===== src/rtl/glb_mode_sequencer_pkg.sv =====
// glb_mode_sequencer_pkg: shared state encoding and phase codes for the GLB mode sequencer.
package glb_mode_sequencer_pkg;
  typedef enum logic [2:0] {
    ST_IDLE,
    ST_RUN_NOC,
    ST_RUN_LRN,
    ST_RUN_PAD,
    ST_GUARD,
    ST_DONE
  } state_e;
  localparam logic [1:0] PHASE_NONE = 2'd0;
  localparam logic [1:0] PHASE_NOC  = 2'd1;
  localparam logic [1:0] PHASE_LRN  = 2'd2;
  localparam logic [1:0] PHASE_PAD  = 2'd3;
endpackage


===== src/rtl/glb_mode_sequencer_guard_timer.sv =====
// guard_timer: loadable down-counter whose expire flag marks the last idle cycle between GLB owners.
module guard_timer #(
  parameter int GUARD_WIDTH = 4
) (
  input  logic                   clk,
  input  logic                   rst_n,
  input  logic                   clr_i,
  input  logic                   load_i,
  input  logic                   dec_i,
  input  logic [GUARD_WIDTH-1:0] load_val_i,
  output logic                   expired_o
);
  logic [GUARD_WIDTH-1:0] cnt_q, cnt_d;
  always_comb
    cnt_d = clr_i                        ? '0 :
            load_i                       ? load_val_i :
            (dec_i && cnt_q != '0)       ? cnt_q - 1'b1 : cnt_q;
  always_ff @(posedge clk or negedge rst_n)
    if (!rst_n) cnt_q <= '0;
    else        cnt_q <= cnt_d;
  assign expired_o = (cnt_q == '0);
endmodule


===== src/rtl/glb_mode_sequencer.sv =====
// glb_mode_sequencer: hands GLB ownership NOC -> LRN -> PAD with guard gaps between owners.
// Every output is a flop computed from the next state, so enables drop cleanly on reset or abort.
module glb_mode_sequencer
  import glb_mode_sequencer_pkg::*;
#(
  parameter int GUARD_CYCLES = 2,
  parameter int GUARD_WIDTH  = 4
) (
  input  logic       clk,
  input  logic       rst_n,
  input  logic       start,
  input  logic       abort,
  input  logic       cfg_lrn,
  input  logic       cfg_pad,
  input  logic       noc_done,
  input  logic       lrn_done,
  input  logic       pad_done,
  output logic       noc_enable,
  output logic       lrn_enable,
  output logic       padding_enable,
  output logic       noc_start,
  output logic       lrn_start,
  output logic       pad_start,
  output logic       layer_done,
  output logic       busy,
  output logic [1:0] phase,
  output logic       protocol_err
);
  state_e     state_q, state_d, after_guard;
  logic       lrn_cfg_q, lrn_cfg_d, pad_cfg_q, pad_cfg_d;
  logic       err_q, err_d;
  logic [1:0] phase_q, phase_d;
  logic [2:0] en_q, st_q;
  logic       busy_q, done_q;
  logic       start_acc, stray, g_load, g_dec, g_expired;
  guard_timer #(.GUARD_WIDTH(GUARD_WIDTH)) u_guard (
    .clk        (clk),
    .rst_n      (rst_n),
    .clr_i      (abort),
    .load_i     (g_load),
    .dec_i      (g_dec),
    .load_val_i (GUARD_WIDTH'(GUARD_CYCLES - 1)),
    .expired_o  (g_expired)
  );
  // The phase register still names the finished owner while in GUARD, which selects the successor.
  always_comb
    after_guard = (phase_q == PHASE_NOC) ? (lrn_cfg_q ? ST_RUN_LRN : pad_cfg_q ? ST_RUN_PAD : ST_DONE) :
                  (phase_q == PHASE_LRN) ? (pad_cfg_q ? ST_RUN_PAD : ST_DONE) : ST_DONE;
  always_comb begin
    state_d   = state_q;
    start_acc = 1'b0;
    g_load    = 1'b0;
    g_dec     = 1'b0;
    case (state_q)
      ST_IDLE: begin
        start_acc = start;
        state_d   = start ? ST_RUN_NOC : ST_IDLE;
      end
      ST_RUN_NOC: begin
        g_load  = noc_done;
        state_d = noc_done ? ST_GUARD : state_q;
      end
      ST_RUN_LRN: begin
        g_load  = lrn_done;
        state_d = lrn_done ? ST_GUARD : state_q;
      end
      ST_RUN_PAD: begin
        g_load  = pad_done;
        state_d = pad_done ? ST_GUARD : state_q;
      end
      ST_GUARD: begin
        g_dec   = !g_expired;
        state_d = g_expired ? after_guard : state_q;
      end
      ST_DONE: state_d = ST_IDLE;
      default: state_d = ST_IDLE;
    endcase
    if (abort) begin
      state_d   = ST_IDLE;
      start_acc = 1'b0;
      g_load    = 1'b0;
      g_dec     = 1'b0;
    end
  end
  always_comb begin
    stray     = (noc_done && state_q != ST_RUN_NOC) ||
                (lrn_done && state_q != ST_RUN_LRN) ||
                (pad_done && state_q != ST_RUN_PAD);
    err_d     = abort ? err_q : ((start_acc ? 1'b0 : err_q) | stray);
    lrn_cfg_d = start_acc ? cfg_lrn : lrn_cfg_q;
    pad_cfg_d = start_acc ? cfg_pad : pad_cfg_q;
    phase_d   = (state_d == ST_RUN_NOC) ? PHASE_NOC :
                (state_d == ST_RUN_LRN) ? PHASE_LRN :
                (state_d == ST_RUN_PAD) ? PHASE_PAD :
                (state_d == ST_GUARD)   ? phase_q : PHASE_NONE;
  end
  always_ff @(posedge clk or negedge rst_n)
    if (!rst_n) begin
      state_q   <= ST_IDLE;
      lrn_cfg_q <= 1'b0;
      pad_cfg_q <= 1'b0;
      err_q     <= 1'b0;
      phase_q   <= PHASE_NONE;
      en_q      <= '0;
      st_q      <= '0;
      busy_q    <= 1'b0;
      done_q    <= 1'b0;
    end else begin
      state_q   <= state_d;
      lrn_cfg_q <= lrn_cfg_d;
      pad_cfg_q <= pad_cfg_d;
      err_q     <= err_d;
      phase_q   <= phase_d;
      en_q      <= {state_d == ST_RUN_NOC, state_d == ST_RUN_LRN, state_d == ST_RUN_PAD};
      st_q      <= {state_d == ST_RUN_NOC, state_d == ST_RUN_LRN, state_d == ST_RUN_PAD} &
                   ~{state_q == ST_RUN_NOC, state_q == ST_RUN_LRN, state_q == ST_RUN_PAD};
      busy_q    <= (state_d != ST_IDLE);
      done_q    <= (state_d == ST_DONE);
    end
  assign {noc_enable, lrn_enable, padding_enable} = en_q;
  assign {noc_start, lrn_start, pad_start}        = st_q;
  assign layer_done   = done_q;
  assign busy         = busy_q;
  assign phase        = phase_q;
  assign protocol_err = err_q;
endmodule


===== config.mk =====
export PLATFORM = sky130hd
export DESIGN_NAME = glb_mode_sequencer
export DESIGN_NICKNAME = d
export VERILOG_FILES = /design/src/rtl/glb_mode_sequencer_pkg.sv /design/src/rtl/glb_mode_sequencer_guard_timer.sv /design/src/rtl/glb_mode_sequencer.sv
export SDC_FILE = /design/constraint.sdc
export NUM_CORES = 1
export LEC_CHECK = 0
export CAP_MARGIN = 20
export CELL_PAD_IN_SITES_DETAIL_PLACEMENT = 2
export CELL_PAD_IN_SITES_GLOBAL_PLACEMENT = 2
export CORE_MARGIN = 8
export CORE_UTILIZATION = 38
export CTS_CLUSTER_SIZE = 28
export DETAILED_ROUTE_END_ITERATION = 8
export DONT_BUFFER_PORTS = 1
export PLACE_DENSITY = 0.87
export SYNTH_ARGS = -nofsm -noshare
export SYNTH_HDL_FRONTEND = slang
export SYNTH_SLANG_ARGS = --single-unit

===== constraint.sdc =====
create_clock -name clk -period 2.3 [get_ports clk]
set_clock_uncertainty 0.1 [all_clocks]
set_input_delay 0.345 -clock clk [delete_from_list [all_inputs] [get_ports clk]]
set_output_delay 0.345 -clock clk [all_outputs]
set_load 0.03 [all_outputs]

==> reports/summary.txt <==
outcome = finished, final reports clean
dpl hpwl = 2050 um
via count = 751
total grt overflow = 0
Layout fillers = 292
Tmin final = 2.23 ns
root buf cell = clkbuf_4
Post-synth ARST share = 100%
DRC viols = 0
Final Non-Filler Cells = 131
Seq pwr share = 55.5%
cts-stage hold buffer count = 2
Worst Setup Path Type = reg -> reg
Yosys warnings = 0
total nets after synthesis = 105
first-pass GRT wire length = 4660 um
Post-Place Cells = 124
CP Max Fanout = 13
Die W = 67.9 um
H-tree depth = 1
CTS tree = yes
switching pwr = 294 uW
I/O pin cnt = 20
Die Ht = 67.9 um
Row Count = 19
Comb pwr share = 19.5%
worst skew pair latency = 0.31 ns
Most used DFF post-synth = dfrtp_1
fin crit share = 97.1%
Starting Density = 38.5%
antenna viol nets, final = 0
initial antenna violation count = 0
Internal Power = 561 uW
Post-synth EDFFs = 0
synth unique cells = 44
Max Clock Freq = 448 MHz
global placer's final weighted congestion = 0.787
Max-Cap Viols = 0
CP top delay family = simple AND/OR/NAND/NOR gates
Pwr Density = 767 nW/um^2
CTS buffer count = 3
Detailed Routing Iterations Pass 1 = 4
Iter 0 DRT Violations = 35
mapped cell area = 1020 sq um
DIE AREA = 4610 sq um
Seq/Total Area, Yosys = 48.8%
placed cell area = 1050 sq um
# clock sinks = 20
Layout area overhead = 8.91%
CP Capture Type = flip-flop
CTS clk-pin slew, worst paths = 0.12 ns
layout cells sized above 1 = 15.0%
slowest cell on the critical path = dfrtp_1
core area = 2660 sq um
final hold viol count = 0
CP Data Arrival Time = 2.29 ns
CP Buf/Inv Count = 0
endpoints failing setup = 0
crit-path cells = nor3b_1 -> and2b_1 -> nor2_1 -> a2111oi_0
switching share of power = 34.4%
Mapped Cells = 95
Syn Area/Cell = 10.8 sq um
clock power share = 24.9%
Design Area, Final = 1120 sq um
worst path required time = 2.36 ns
max_slew headroom = 36.7%
worst vdd ir = 391 uV
Layout Nets = 111
synthesized flop and latch total = 20
min-delay worst type = in -> reg
Post-CTS Resized = 0
Worst path max stage delay = 0.65 ns
CP Launch Type = flip-flop
IO Port Bufs = 0
setup repair bufs after CTS = 0
diodes inserted = 0
Slew @ Worst Pin = 0.946 ns
Max Slew Vio Count = 0
pin count of the biggest net entering global routing = 21
Max Root-Sink Buffers = 2
Avg WL per Cell = 21.7 um
Routed WL = 2850 um
vias per std cell = 5.73
vias in the first global route = 820
leakage dissipation = 0.000526 uW
GRT Util Overall = 13.5%
-- power groups by stage --
stage	sequential, uW	combinational [uW]	clock (uW)
floorplan	455	136	0
detailed placement	480	152	0
global route	483	189	227
CTS	475	167	219
finish	475	167	213
global placement	478	142	0
-- synth_stat cells, types with 2 or more instances --
cell	n	share of area, %
a21oi_2	2	1.7
nand2_1	5	1.8
nor2b_1	3	1.8
nand2b_1	3	1.8
dfrtp_1	20	49
inv_1	5	1.8
xor2_1	3	2.6
mux2_1	2	2.2
nor3_1	4	2.0
and3b_1	2	1.7
nor2_1	8	2.9
a32oi_1	2	1.7
a21oi_1	3	1.5
a21o_1	3	2.2
-- worst reg2reg max path: cells and delay by family, from the launching register on --
| family | cells | cell delay [ns] |
|---|---|---|
| and+or+nand+nor | 3 | 0.84 |
| DFF | 1 | 0.65 |
| AOI/OAI and AO/OA | 1 | 0.50 |
-- layout by cell type (no fill, tap or decap), types with 2 or more instances in the layout --
cell	netlist	final
dfrtp_1	20	20
nor2_1	8	8
nand2_1	5	5
inv_1	5	5
nor3_1	4	4
nor2b_1	3	3
xor2_1	3	3
a21o_1	3	3
nand2b_1	3	3
a21oi_1	3	3
clkbuf_4	0	3
dlygate4sd3_1	0	3
and3b_1	2	2
a21oi_2	2	2
a32oi_1	2	2
mux2_1	2	2
-- metal layers --
metal	routed length (um)	share of wire, %	vias up	GRT usage [%]
met5	0	0	-	0
met4	36	1.3	0	3.84
met3	212	7.5	4	3.93
met2	1340	47	18	21.6
met1	1260	44	382	17.3
li1	-	-	347	-
-- flip-flops by register name, indices dropped and copies added, names as in the netlist, 2 cells and up --
| signal | cells |
|---|---|
| st_q | 3 |
| en_q | 3 |
| phase | 2 |
| u_guard.cnt_q | 4 |
| state_q | 3 |
-- final timing paths --
path | start | endpoint | slack (ns) | cells past startpoint
min | abort | protocol_err | 0.02 | 1
max in group asynchronous | rst_n | protocol_err | 1.02 | 1
max reg2reg | state_q[2] | u_guard.cnt_q[1] | 0.07 | 4
max | state_q[2] | u_guard.cnt_q[1] | 0.07 | 4
min reg2reg | pad_cfg_q | pad_cfg_q | 0.50 | 1
min in group asynchronous | rst_n | st_q[1] | 0.51 | 1
-- through the flow --
| stage | hold slack [ns] | power [uW] | utilization (%) | TNS (ns) | worst slack (ns) |
|---|---|---|---|---|---|
| after floorplan | -0.0506 | 591 | - | 0 | 0.544 |
| after global placement | -0.0496 | 619 | 39.4 | 0 | 0.261 |
| after detailed placement | -0.0498 | 632 | 39.4 | 0 | 0.186 |
| after CTS | 0.00442 | 861 | 41.5 | 0 | 0.141 |
| after global routing | 0.0273 | 899 | 41.9 | -0.0574 | -0.0574 |
| final | 0.0236 | 856 | 41.9 | 0 | 0.0674 |
-- cell families after synthesis --
family	share of synthesized area (%)
mux	5.62
compound gates	17.3
flops	48.8
simple gates	19.7
xor+xnor	3.42
fa+ha+maj	1.22
buf+inv	3.91
-- area by class of cell --
cell class              instances  area, sq um  share of cell area (%)
flip-flops and latches         20          500                    44.8
multi-input cells              67          484                    43.4
well taps                      31         38.8                    3.48
repair buffers                  4         37.5                    3.36
clock buffers                   4         36.3                    3.25
inverters                       5         18.8                    1.68
(Power assumes the default switching activity.)
